### config.mk
export PLATFORM = sky130hd
export DESIGN_NAME = hsid_stream_ctrl
export DESIGN_NICKNAME = d
export VERILOG_FILES = /design/src/rtl/hsid_stream_ctrl.sv
export SDC_FILE = /design/constraint.sdc
export NUM_CORES = 1
export LEC_CHECK = 0
export BUFFER_PORTS_ARGS = -buffer_cell sky130_fd_sc_hd__buf_2
export CAP_MARGIN = 15
export CORE_ASPECT_RATIO = 1.25
export CORE_MARGIN = 5
export CORE_UTILIZATION = 53
export DETAILED_ROUTE_END_ITERATION = 7
export PLACE_DENSITY = 0.87
export SLEW_MARGIN = 0
export SYNTH_ARGS = -nofsm -noshare
export SYNTH_HDL_FRONTEND = slang
export SYNTH_SLANG_ARGS = --single-unit
### constraint.sdc
create_clock -name clk -period 5.1 [get_ports clk]
set_input_delay 1.02 -clock clk [delete_from_list [all_inputs] [get_ports clk]]
set_output_delay 1.02 -clock clk [all_outputs]
set_load 0.05 [all_outputs]
### src/rtl/hsid_stream_ctrl.sv
// Sequencer that launches hsid_main, then fetches the captured pixel and the library over an OBI-style
// read port. Words are streamed in order through a small response buffer, under hsid_main's ready.
module hsid_stream_ctrl #(
    parameter int WORD_WIDTH        = 32,
    parameter int ADDR_WIDTH        = 32,
    parameter int HSP_BANDS_WIDTH   = 12,
    parameter int HSP_LIBRARY_WIDTH = 8,
    parameter int BUF_DEPTH         = 2
) (
    input  logic                         clk,
    input  logic                         rst_n,
    input  logic                         start,
    input  logic                         clear,
    input  logic [ADDR_WIDTH-1:0]        cap_base_addr,
    input  logic [ADDR_WIDTH-1:0]        lib_base_addr,
    input  logic [HSP_BANDS_WIDTH-1:0]   hsp_bands,
    input  logic [HSP_LIBRARY_WIDTH-1:0] hsp_library_size,
    output logic                         mem_req,
    output logic [ADDR_WIDTH-1:0]        mem_addr,
    input  logic                         mem_gnt,
    input  logic                         mem_rvalid,
    input  logic [WORD_WIDTH-1:0]        mem_rdata,
    input  logic                         mem_err,
    output logic                         main_start,
    output logic                         main_clear,
    output logic [WORD_WIDTH-1:0]        main_data,
    output logic                         main_data_valid,
    input  logic                         main_ready,
    input  logic                         main_done,
    input  logic                         main_error,
    output logic                         idle,
    output logic                         busy,
    output logic                         done,
    output logic                         error,
    output logic                         cancelled
);

    localparam int CNT_W = HSP_LIBRARY_WIDTH + HSP_BANDS_WIDTH;
    localparam int PTR_W = $clog2(BUF_DEPTH);
    localparam int OCC_W = PTR_W + 1;

    localparam logic [3:0] SC_IDLE      = 4'd0;
    localparam logic [3:0] SC_CONFIG    = 4'd1;
    localparam logic [3:0] SC_CAPTURED  = 4'd2;
    localparam logic [3:0] SC_LIBRARY   = 4'd3;
    localparam logic [3:0] SC_DRAIN     = 4'd4;
    localparam logic [3:0] SC_WAIT_DONE = 4'd5;
    localparam logic [3:0] SC_DONE      = 4'd6;
    localparam logic [3:0] SC_ERROR     = 4'd7;
    localparam logic [3:0] SC_ABORT     = 4'd8;
    localparam logic [3:0] SC_FLUSH     = 4'd9;
    localparam logic [3:0] SC_CANCEL    = 4'd10;

    localparam logic [CNT_W-1:0]           CNT_ONE   = CNT_W'(1);
    localparam logic [OCC_W-1:0]           OCC_ONE   = OCC_W'(1);
    localparam logic [OCC_W:0]             DEPTH_CMP = (OCC_W + 1)'(BUF_DEPTH);
    localparam logic [PTR_W-1:0]           PTR_ONE   = PTR_W'(1);
    localparam logic [HSP_BANDS_WIDTH:0]   BANDS_ONE = (HSP_BANDS_WIDTH + 1)'(1);
    localparam logic [HSP_BANDS_WIDTH-1:0] MIN_BANDS = HSP_BANDS_WIDTH'(7);
    localparam logic [ADDR_WIDTH-1:0]      ADDR_FOUR = ADDR_WIDTH'(4);

    logic [3:0]                   state_reg, state_next;
    logic [ADDR_WIDTH-1:0]        cap_base_reg, lib_base_reg, addr_reg;
    logic [HSP_BANDS_WIDTH-1:0]   bands_reg;
    logic [HSP_LIBRARY_WIDTH-1:0] lib_size_reg;
    logic [HSP_BANDS_WIDTH:0]     w_reg;
    logic [CNT_W-1:0]             lib_total_reg, req_cnt_reg;
    logic [OCC_W-1:0]             outstanding_reg, fill_reg;
    logic [PTR_W-1:0]             wr_ptr_reg, rd_ptr_reg;
    logic [WORD_WIDTH-1:0]        buf_mem [BUF_DEPTH];

    logic            streaming, issuing, cfg_ok, gnt_fire, rsp_dec, rsp_err;
    logic            clear_take, abort_req, flush, wr_en, pop, cap_last, lib_last;
    logic [OCC_W:0]  inflight;

    assign streaming  = (state_reg == SC_CAPTURED) || (state_reg == SC_LIBRARY) || (state_reg == SC_DRAIN);
    assign issuing    = (state_reg == SC_CAPTURED) || (state_reg == SC_LIBRARY);
    assign cfg_ok     = (bands_reg >= MIN_BANDS) && (lib_size_reg != '0);
    assign inflight   = {1'b0, outstanding_reg} + {1'b0, fill_reg};
    // Buffered words count against the budget so every granted read has a guaranteed slot.
    assign mem_req    = issuing && (inflight < DEPTH_CMP);
    assign mem_addr   = addr_reg;
    assign gnt_fire   = mem_req && mem_gnt;
    assign rsp_dec    = mem_rvalid && (outstanding_reg != '0);
    assign rsp_err    = streaming && mem_rvalid && mem_err;
    assign clear_take = clear && (state_reg != SC_IDLE);
    assign abort_req  = streaming && (rsp_err || main_error);
    assign flush      = clear_take || abort_req;
    assign wr_en      = streaming && mem_rvalid && !mem_err;
    assign pop        = main_data_valid;
    assign cap_last   = (req_cnt_reg + CNT_ONE) == CNT_W'(w_reg);
    assign lib_last   = (req_cnt_reg + CNT_ONE) == lib_total_reg;

    assign main_start      = (state_reg == SC_CONFIG) && cfg_ok && !clear;
    assign main_clear      = clear_take || rsp_err;
    assign main_data_valid = streaming && (fill_reg != '0) && main_ready;
    assign main_data       = main_data_valid ? buf_mem[rd_ptr_reg] : '0;

    assign idle      = (state_reg == SC_IDLE);
    assign busy      = !((state_reg == SC_IDLE) || (state_reg == SC_DONE) ||
                         (state_reg == SC_ERROR) || (state_reg == SC_CANCEL));
    assign done      = (state_reg == SC_DONE);
    assign error     = (state_reg == SC_ERROR);
    assign cancelled = (state_reg == SC_CANCEL);

    always_comb begin
        state_next = state_reg;
        if (clear_take) begin
            state_next = SC_FLUSH;
        end else begin
            case (state_reg)
                SC_IDLE:      if (start) state_next = SC_CONFIG;
                SC_CONFIG:    state_next = cfg_ok ? SC_CAPTURED : SC_ERROR;
                SC_CAPTURED: begin
                    if (abort_req)                 state_next = SC_ABORT;
                    else if (gnt_fire && cap_last) state_next = SC_LIBRARY;
                end
                SC_LIBRARY: begin
                    if (abort_req)                 state_next = SC_ABORT;
                    else if (gnt_fire && lib_last) state_next = SC_DRAIN;
                end
                SC_DRAIN: begin
                    if (abort_req) state_next = SC_ABORT;
                    else if (outstanding_reg == '0 && fill_reg == '0) state_next = SC_WAIT_DONE;
                end
                SC_WAIT_DONE: begin
                    if (main_done)       state_next = SC_DONE;
                    else if (main_error) state_next = SC_ERROR;
                end
                SC_ABORT:     if (outstanding_reg == '0) state_next = SC_ERROR;
                SC_FLUSH:     if (outstanding_reg == '0) state_next = SC_CANCEL;
                default:      state_next = SC_IDLE;
            endcase
        end
    end

    always_ff @(posedge clk or negedge rst_n) begin
        if (!rst_n) begin
            state_reg     <= SC_IDLE;
            cap_base_reg  <= '0;
            lib_base_reg  <= '0;
            bands_reg     <= '0;
            lib_size_reg  <= '0;
            w_reg         <= '0;
            lib_total_reg <= '0;
            req_cnt_reg   <= '0;
            addr_reg      <= '0;
        end else begin
            state_reg <= state_next;
            if (state_reg == SC_IDLE && start && !clear) begin
                cap_base_reg <= cap_base_addr;
                lib_base_reg <= lib_base_addr;
                bands_reg    <= hsp_bands;
                lib_size_reg <= hsp_library_size;
                w_reg        <= ({1'b0, hsp_bands} + BANDS_ONE) >> 1;
            end
            if (state_reg == SC_CONFIG) begin
                lib_total_reg <= CNT_W'(lib_size_reg) * CNT_W'(w_reg);
                req_cnt_reg   <= '0;
                addr_reg      <= cap_base_reg;
            end else if (gnt_fire) begin
                if (state_reg == SC_CAPTURED && cap_last) begin
                    req_cnt_reg <= '0;
                    addr_reg    <= lib_base_reg;
                end else begin
                    req_cnt_reg <= req_cnt_reg + CNT_ONE;
                    addr_reg    <= addr_reg + ADDR_FOUR;
                end
            end
        end
    end

    // Outstanding tracks every granted read until its response, even ones that will be discarded.
    always_ff @(posedge clk or negedge rst_n) begin
        if (!rst_n) begin
            outstanding_reg <= '0;
        end else begin
            case ({gnt_fire, rsp_dec})
                2'b10:   outstanding_reg <= outstanding_reg + OCC_ONE;
                2'b01:   outstanding_reg <= outstanding_reg - OCC_ONE;
                default: outstanding_reg <= outstanding_reg;
            endcase
        end
    end

    always_ff @(posedge clk or negedge rst_n) begin
        if (!rst_n) begin
            wr_ptr_reg <= '0;
            rd_ptr_reg <= '0;
            fill_reg   <= '0;
        end else if (flush) begin
            wr_ptr_reg <= '0;
            rd_ptr_reg <= '0;
            fill_reg   <= '0;
        end else begin
            if (wr_en) wr_ptr_reg <= wr_ptr_reg + PTR_ONE;
            if (pop)   rd_ptr_reg <= rd_ptr_reg + PTR_ONE;
            case ({wr_en, pop})
                2'b10:   fill_reg <= fill_reg + OCC_ONE;
                2'b01:   fill_reg <= fill_reg - OCC_ONE;
                default: fill_reg <= fill_reg;
            endcase
        end
    end

    always_ff @(posedge clk) begin
        if (wr_en && !flush) buf_mem[wr_ptr_reg] <= mem_rdata;
    end

endmodule
==> flow_metrics.env, run 1 <==
export IMPL_outcome="finished, final reports clean"
export IMPL_worstReg2RegEnd="lib_total_reg[19]$_DFFE_PN0P_"
export IMPL_hold_class="flop to flop"
export IMPL_cp_arrival_ps=5360
export IMPL_r2r_cells=19
export IMPL_htree_num_levels=1
export IMPL_num_vias=11900
export IMPL_worstSkewPairLatency_ps=550
export IMPL_syn_area_sq_mm=0.0151
export IMPL_synthAdderAreaFrac_pct=11.7
export IMPL_worst_slack_ps=188
export IMPL_hold_start="cap_base_reg[0]$_DFFE_PN0P_"
export IMPL_hpwl_microns=27100
export IMPL_path_class="flop to flop"
export IMPL_max_slew_margin_pct=34.1
export IMPL_clkTransAtPathRegs_ps=70
export IMPL_timing_critical_path_mode_cell="fa_1"
export IMPL_drt_iter0_markers=923
export IMPL_synth_top_cell_by_area="dfrtp_1"
export IMPL_grt_first_pass_wirelength_microns=61500
export IMPL_critical_path_max_stage_delay_ps=550
export IMPL_top_register="buf_mem"
export IMPL_synthTopCellsByArea="dfrtp_1 (29%), edfxtp_1 (13%), fa_1 (8.1%)"
export IMPL_synthMuxAreaShare_pct=9.11
export IMPL_p_per_area_mw_per_mm2=622
export IMPL_cts_buffers=25
export IMPL_worst_pin_slew_ps=989
export IMPL_finalCriticalPeriod_ps=4910
export IMPL_period_share_pct=96.3
export IMPL_gp_congestion=0.990
export IMPL_antenna_found_initial=3
export IMPL_critPathMaxFanout=5
export IMPL_drc=0
export IMPL_synth_xor_area_share_pct=5.42
export IMPL_syn_inst=1470
export IMPL_fin_skew_ps=14.2
export IMPL_final_area_sq_mm=0.0174
export IMPL_cp_end_kind="flop"
export IMPL_rows=69
export IMPL_setup_worst_path_start_class="flop"
export IMPL_initial_core_util_pct=53.4
export IMPL_worstPathRequired_ps=5550
export IMPL_synth_compound_area_share_pct=10.4
export IMPL_routed_via_density=5.92
export IMPL_fillers=2156
export IMPL_port_buffer_count=198
export IMPL_drive_above_1_share_pct=23.8
export IMPL_chipWidth_microns=161
export IMPL_cts_root_buf="clkbuf_16"
export IMPL_synth_top_family_by_area="simple AND/OR/NAND/NOR gates"
export IMPL_whs_ps=488
export IMPL_grt_use_total_pct=23.2
export IMPL_largest_register_ffs=64
export IMPL_die_area_sq_mm=0.0321
export IMPL_dr_pass1_iters=8
export IMPL_whs_path_depth=2
export IMPL_rrSetupSlack_ps=190
export IMPL_overflow=0
export IMPL_leakage_nw=7.84
export IMPL_area_growth_syn_to_layout_pct=15.1
export IMPL_ys_warn_count=0
export IMPL_synthArstFlopShare_pct=73.6
export IMPL_synth_simple_area_share_pct=16.2
export IMPL_drt_wl_total_microns=38000
export IMPL_grt_pass1_vias=12400
export IMPL_max_clock_freq_mhz=204
export IMPL_yosysSeqAreaShare_pct=42.1
export IMPL_synth_avg_cell_area_sq_um=10.3
export IMPL_core_sq_mm=0.0283
export IMPL_dpl_cell_area_sq_mm=0.0165
export IMPL_fin_nets=1874
export IMPL_grt_max_degree=107
export IMPL_worstHoldEndpoint="mem_addr[0]$_DFFE_PN0P_"
export IMPL_synth_edf_count=64
export IMPL_ant_nets=0
export IMPL_worstPathCellList="buf_4, and2_1, fa_1, fa_1, inv_1, fa_1, fa_1, inv_1, ha_1, o21ai_1, a21oi_2, nor4_2, buf_4, o31ai_2, o211a_1, o21a_1, o21ai_2, a21oi_1, a211oi_1"
export IMPL_timing_rr_start="lib_size_reg[3]$_DFFE_PN0P_"
export IMPL_postCtsHoldBufs=0
export IMPL_max_clock_path_buffers=3
export IMPL_ys_ff_latch=242
export IMPL_wire_per_inst_microns=18.8
export IMPL_final_max_slew_viol_count=0
export IMPL_crit_slowest_cell="fa_1"
export IMPL_ios=199
export IMPL_finalSetupViolations=0
export IMPL_synth_top_cell_area_share_pct=29.4
export IMPL_crit_start="lib_size_reg[3]$_DFFE_PN0P_"
export IMPL_yosys_cell_types_count=71
export IMPL_syn_num_nets=1701
export IMPL_rsz0062_at_grt="yes"
export IMPL_cts_sinks=242
export IMPL_place_ws_ps=20.5
export IMPL_maxCapViolCount=0
export IMPL_hold_violations=0
export IMPL_cts_tree="built"
export IMPL_synthFlopType="dfrtp_1"
export IMPL_die_y_microns=199
export IMPL_post_route_util_pct=61.5
export IMPL_vdd_drop_max_v=0.000493
## kinds of logic (layout without fill, tap and decap cells)
logic type               after synthesis  after routing
AND/OR/NAND/NOR                      476            476
other                                  0              2
multiplexers                         127            127
AO/OA/AOI/OAI                        237            237
flip-flops                           242            242
adder cells (fa/ha/maj)              105            105
XOR/XNOR                              92             92
buffers and inverters                191            382
## power by group
group | switching [W] | total, W | internal (W)
registers | 0.000586 | 0.00316 | 0.00257
clock network | 0.000778 | 0.00190 | 0.00112
logic | 0.00333 | 0.00579 | 0.00246
## placed cells by master, fill, tap and decap left out, types with 6 or more instances in the layout
master,instances
nand3_1,40
nand4_1,22
nand2_1,110
o31ai_1,8
o21ai_0,67
nor4_1,10
edfxtp_1,64
mux2i_1,41
or4_1,6
or3_1,7
a211oi_1,25
dfrtp_1,175
a221o_1,19
xor2_1,38
and4_1,6
xnor2_1,53
nand3b_1,6
ha_1,41
buf_2,197
nand2b_1,14
and2_1,83
clkbuf_16,25
fa_1,61
a22oi_1,13
nor2_1,104
nor3_1,23
a21oi_1,42
inv_1,95
and3_1,21
buf_4,42
mux2_2,85
## final cells by class
class / count / area (sq um) / share of cell area, %
well taps: 355 / 444 / 2.55
multi-input cells: 1037 / 8050 / 46.2
flip-flops and latches: 242 / 6380 / 36.6
clock buffers: 33 / 696 / 3.99
diodes: 2 / 5.00 / 0.0287
clock inverters: 12 / 161 / 0.926
inverters: 96 / 360 / 2.07
repair buffers: 241 / 1320 / 7.60
## cell usage after synthesis (3+ instances only)
cell / n
nand3b_1: 6
a21oi_1: 44
o21a_1: 5
fa_1: 61
and4_1: 6
a22oi_1: 13
a31oi_1: 5
o21ai_0: 69
nand4_1: 22
inv_1: 95
nand3_1: 40
nand2b_1: 14
o41ai_1: 5
or4_1: 7
dfrtp_1: 178
o31ai_1: 9
a21o_1: 5
a211oi_1: 25
nor4_1: 13
or3_1: 7
clkbuf_1: 71
nor2b_1: 5
buf_1: 8
and3_1: 22
ha_1: 44
buf_6: 3
a211o_1: 5
mux2i_1: 41
xor2_1: 38
and2_1: 83
buf_2: 10
o32a_1: 3
nand2_1: 110
edfxtp_1: 64
o22ai_1: 5
xnor2_1: 53
o211ai_1: 3
nor2_1: 105
nor3_1: 23
a221o_1: 19
mux2_2: 85
## worst max-delay path: cells and delay by family (launching register included)
kind            cells  cell delay [ps]
simple gates        2              380
compound gates      8             1210
flops               1              440
buf+inv             4              450
fa+ha+maj           5             2360
## stage by stage
stage | total power, W | TNS [ps] | instances
2_1_floorplan | 0.00724 | 0 | 1470
3_3_place_gp | 0.00837 | 0 | 1965
3_5_place_dp | 0.00868 | 0 | 1965
4_1_cts | 0.0106 | 0 | 2010
5_1_grt | 0.0118 | -45.7 | 2018
6_report | 0.0108 | 0 | 2018
## worst max path at each step
stage                                     to  slack (ps)  depth (start not counted)
2_1_floorplan        buf_mem[0][0]$_DFFE_PP_          70                          4
3_3_place_gp   lib_total_reg[18]$_DFFE_PN0P_         150                         17
3_5_place_dp   lib_total_reg[19]$_DFFE_PN0P_          20                         18
4_1_cts        lib_total_reg[18]$_DFFE_PN0P_          20                         17
5_1_grt        lib_total_reg[19]$_DFFE_PN0P_         -30                         19
6_report       lib_total_reg[19]$_DFFE_PN0P_         190                         19
## repair_timing
| item | in CTS | in global routing |
|---|---|---|
| pin swaps | 0 | 7 |
| buffers inserted | 0 | 6 |
| resized for setup | 1 | 13 |
| setup endpoints to repair | 1 | 3 |
## metal layers
| layer | global-route usage, % | vias up | share of wire, % |
|---|---|---|---|
| met5 | 0 | - | 0.018 |
| met4 | 10.9 | 2 | 4.5 |
| met3 | 4.27 | 126 | 6.7 |
| met2 | 41.7 | 514 | 52 |
| met1 | 26.8 | 5815 | 36 |
| li1 | - | 5488 | - |
(Power assumes the default switching activity.)
==> run 2: changes to the inputs <==
--- a/config.mk
+++ b/config.mk
@@ -9,7 +9,7 @@
 export CAP_MARGIN = 15
 export CORE_ASPECT_RATIO = 1.25
 export CORE_MARGIN = 5
-export CORE_UTILIZATION = 53
+export CORE_UTILIZATION = 55
 export DETAILED_ROUTE_END_ITERATION = 7
 export PLACE_DENSITY = 0.87
 export SLEW_MARGIN = 0
==> constraint.sdc (replaced) <==
create_clock -name clk -period 5.21 [get_ports clk]
set_input_delay 0.7815 -clock clk [delete_from_list [all_inputs] [get_ports clk]]
set_output_delay 0.7815 -clock clk [all_outputs]
set_load 0.05 [all_outputs]
==> run 2 against run 1 <==
  * Worst hold slack got worse by 310 ps
  * Flip-flop and latch count stayed put
  * Non-clock buffer count down 14
  * Clock skew grew 2.4 ps
  * Combinational power fell by 4.8%
  * Sequential power down 3%
  * Utilization rose by 1.7 points
  * Setup slack improved by 5.5 ps
  * Global-route usage is 0.61 points higher
  * Largest power group unchanged
==> flow_metrics.env, run 2 (synthesis gave the netlist of run 1 again) <==
export IMPL_drt_iter0_markers=897
export IMPL_period_share_pct=96.3
export IMPL_drt_wl_total_microns=37700
export IMPL_p_total_w=0.0105
export IMPL_tns_ps=0
export IMPL_clkPwrFrac_pct=17.9
export IMPL_largest_register_ffs=64
export IMPL_finalCriticalPeriod_ps=5020
export IMPL_port_buffer_count=198
export IMPL_core_sq_mm=0.0274
export IMPL_dr_pass1_iters=6
export IMPL_gp_congestion=0.979
export IMPL_fin_nets=1860
export IMPL_critPathMaxFanout=9
export IMPL_switching_share_pct=43.5
export IMPL_area_growth_syn_to_layout_pct=14.5
export IMPL_grt_first_pass_wirelength_microns=60600
export IMPL_outcome="finished, final reports clean"
export IMPL_hold_violations=0
export IMPL_vdd_drop_max_v=0.000420
export IMPL_antenna_found_initial=5
export IMPL_cts_tree="built"
export IMPL_rrSetupSlack_ps=190
export IMPL_fin_skew_ps=16.6
export IMPL_p_switching_w=0.00456
export IMPL_final_common_cell="buf_2"
export IMPL_drive_above_1_share_pct=22.7
export IMPL_worst_pin_slew_ps=941
export IMPL_cts_sinks=242
export IMPL_max_clock_freq_mhz=199
export IMPL_grt_pass1_vias=12200
export IMPL_htree_num_levels=1
export IMPL_num_vias=11900
export IMPL_routed_via_density=5.97
export IMPL_die_area_sq_mm=0.0310
export IMPL_leakage_nw=7.77
export IMPL_overflow=0
export IMPL_postCtsHoldBufs=0
export IMPL_clkTransAtPathRegs_ps=60
export IMPL_hold_class="primary input to async pin"
export IMPL_top_register="buf_mem"
export IMPL_drc=0
export IMPL_max_slew_margin_pct=37.2
export IMPL_grt_max_degree=129
export IMPL_rows=68
export IMPL_post_route_util_pct=63.3
export IMPL_die_y_microns=195
export IMPL_worstPathRequired_ps=5630
export IMPL_finalSetupViolations=0
export IMPL_setup_worst_path_start_class="flop"
export IMPL_initial_core_util_pct=55.2
export IMPL_worstSkewPairLatency_ps=550
export IMPL_grt_use_total_pct=23.8
export IMPL_path_class="flop to flop"
export IMPL_final_max_slew_viol_count=0
export IMPL_ios=199
export IMPL_layout_cells_non_filler=1999
export IMPL_ant_nets=0
export IMPL_cts_root_buf="clkbuf_16"
export IMPL_place_inst=1951
export IMPL_cp_end_kind="flop"
export IMPL_wire_per_inst_microns=18.8
export IMPL_hpwl_microns=26800
export IMPL_whs_ps=179
export IMPL_p_per_area_mw_per_mm2=604
export IMPL_layout_common_cells="buf_2 (197), dfrtp_1 (175), nand2_1 (110)"
export IMPL_seqPwrFrac_pct=29.5
export IMPL_fillers=2140
export IMPL_chipWidth_microns=158
export IMPL_internal_power_w=0.00591
export IMPL_cts_buffers=25
export IMPL_cp_arrival_ps=5440
export IMPL_pwr_share_comb_pct=52.6
export IMPL_max_clock_path_buffers=3
export IMPL_maxCapViolCount=0
==> run 2: power groups by stage <==
stage	Sequential [W]	Combinational, W	Clock [W]
after floorplan	0.00319	0.00389	0
after global placement	0.00305	0.00514	0
after detailed placement	0.00309	0.00536	0
after CTS	0.00307	0.00543	0.00190
after global routing	0.00316	0.00617	0.00197
final	0.00308	0.00551	0.00188
==> run 2: final timing paths <==
path | startpoint | endpoint | cells past startpoint
max | w_reg[1]$_DFFE_PN0P_ | lib_total_reg[19]$_DFFE_PN0P_ | 19
min | rst_n | outstanding_reg[1]$_DFFE_PN0P_ | 1
max reg2reg | w_reg[1]$_DFFE_PN0P_ | lib_total_reg[19]$_DFFE_PN0P_ | 19
min reg2reg | lib_total_reg[0]$_DFFE_PN0P_ | lib_total_reg[0]$_DFFE_PN0P_ | 2
max in group asynchronous | rst_n | lib_size_reg[5]$_DFFE_PN0P_ | 2
min in group clk | mem_rdata[15] | buf_mem[0][15]$_DFFE_PP_ | 1
==> run 2: what timing repair did <==
| item | 4_1_cts | 5_1_grt |
|---|---|---|
| endpoints found under the setup margin | 0 | 3 |
| gates resized for setup | 0 | 8 |
| setup buffers | 0 | 1 |
==> run 2: through the flow <==
| stage | setup WS (ps) | instance area [sq um] |
|---|---|---|
| floorplan | 197 | 15100 |
| CTS | 35.9 | 17300 |
| global route | -96.4 | 17300 |
| detailed placement | 57.4 | 16400 |
| global placement | 171 | 16400 |
| finish | 193 | 17300 |
==> run 2: worst max-delay path, stage by stage, from the launching register on <==
cell      delay [ps]
dfrtp_1          340
buf_4            180
nand2_1           90
fa_1             490
fa_1             550
inv_1             60
fa_1             520
inv_1             50
fa_1             530
inv_1             40
ha_1             340
o21ai_0          100
a21oi_1          100
nor4_2           350
o31ai_2          150
o211a_1          250
o21a_1           190
o21ai_2          170
a21oi_1          120
a211oi_1         290
==> run 2: area by class of cell <==
cell class	instances	area [sq um]	share of cell area (%)
antenna	4	10.0	0.0578
clock buffer	33	676	3.90
clock inverter	10	175	1.01
inverter	96	360	2.08
multi-input combinational	1037	8040	46.4
sequential	242	6380	36.8
tap	350	438	2.53
timing repair buffer	227	1250	7.23
==> run 2: routing by layer <==
metal | share of wire (%) | vias up | global-route usage (%)
met5 | 0.037 | - | 0
met4 | 5.0 | 2 | 10.8
met3 | 6.7 | 123 | 3.66
met2 | 50 | 505 | 41.0
met1 | 38 | 5857 | 29.1
li1 | - | 5439 | -
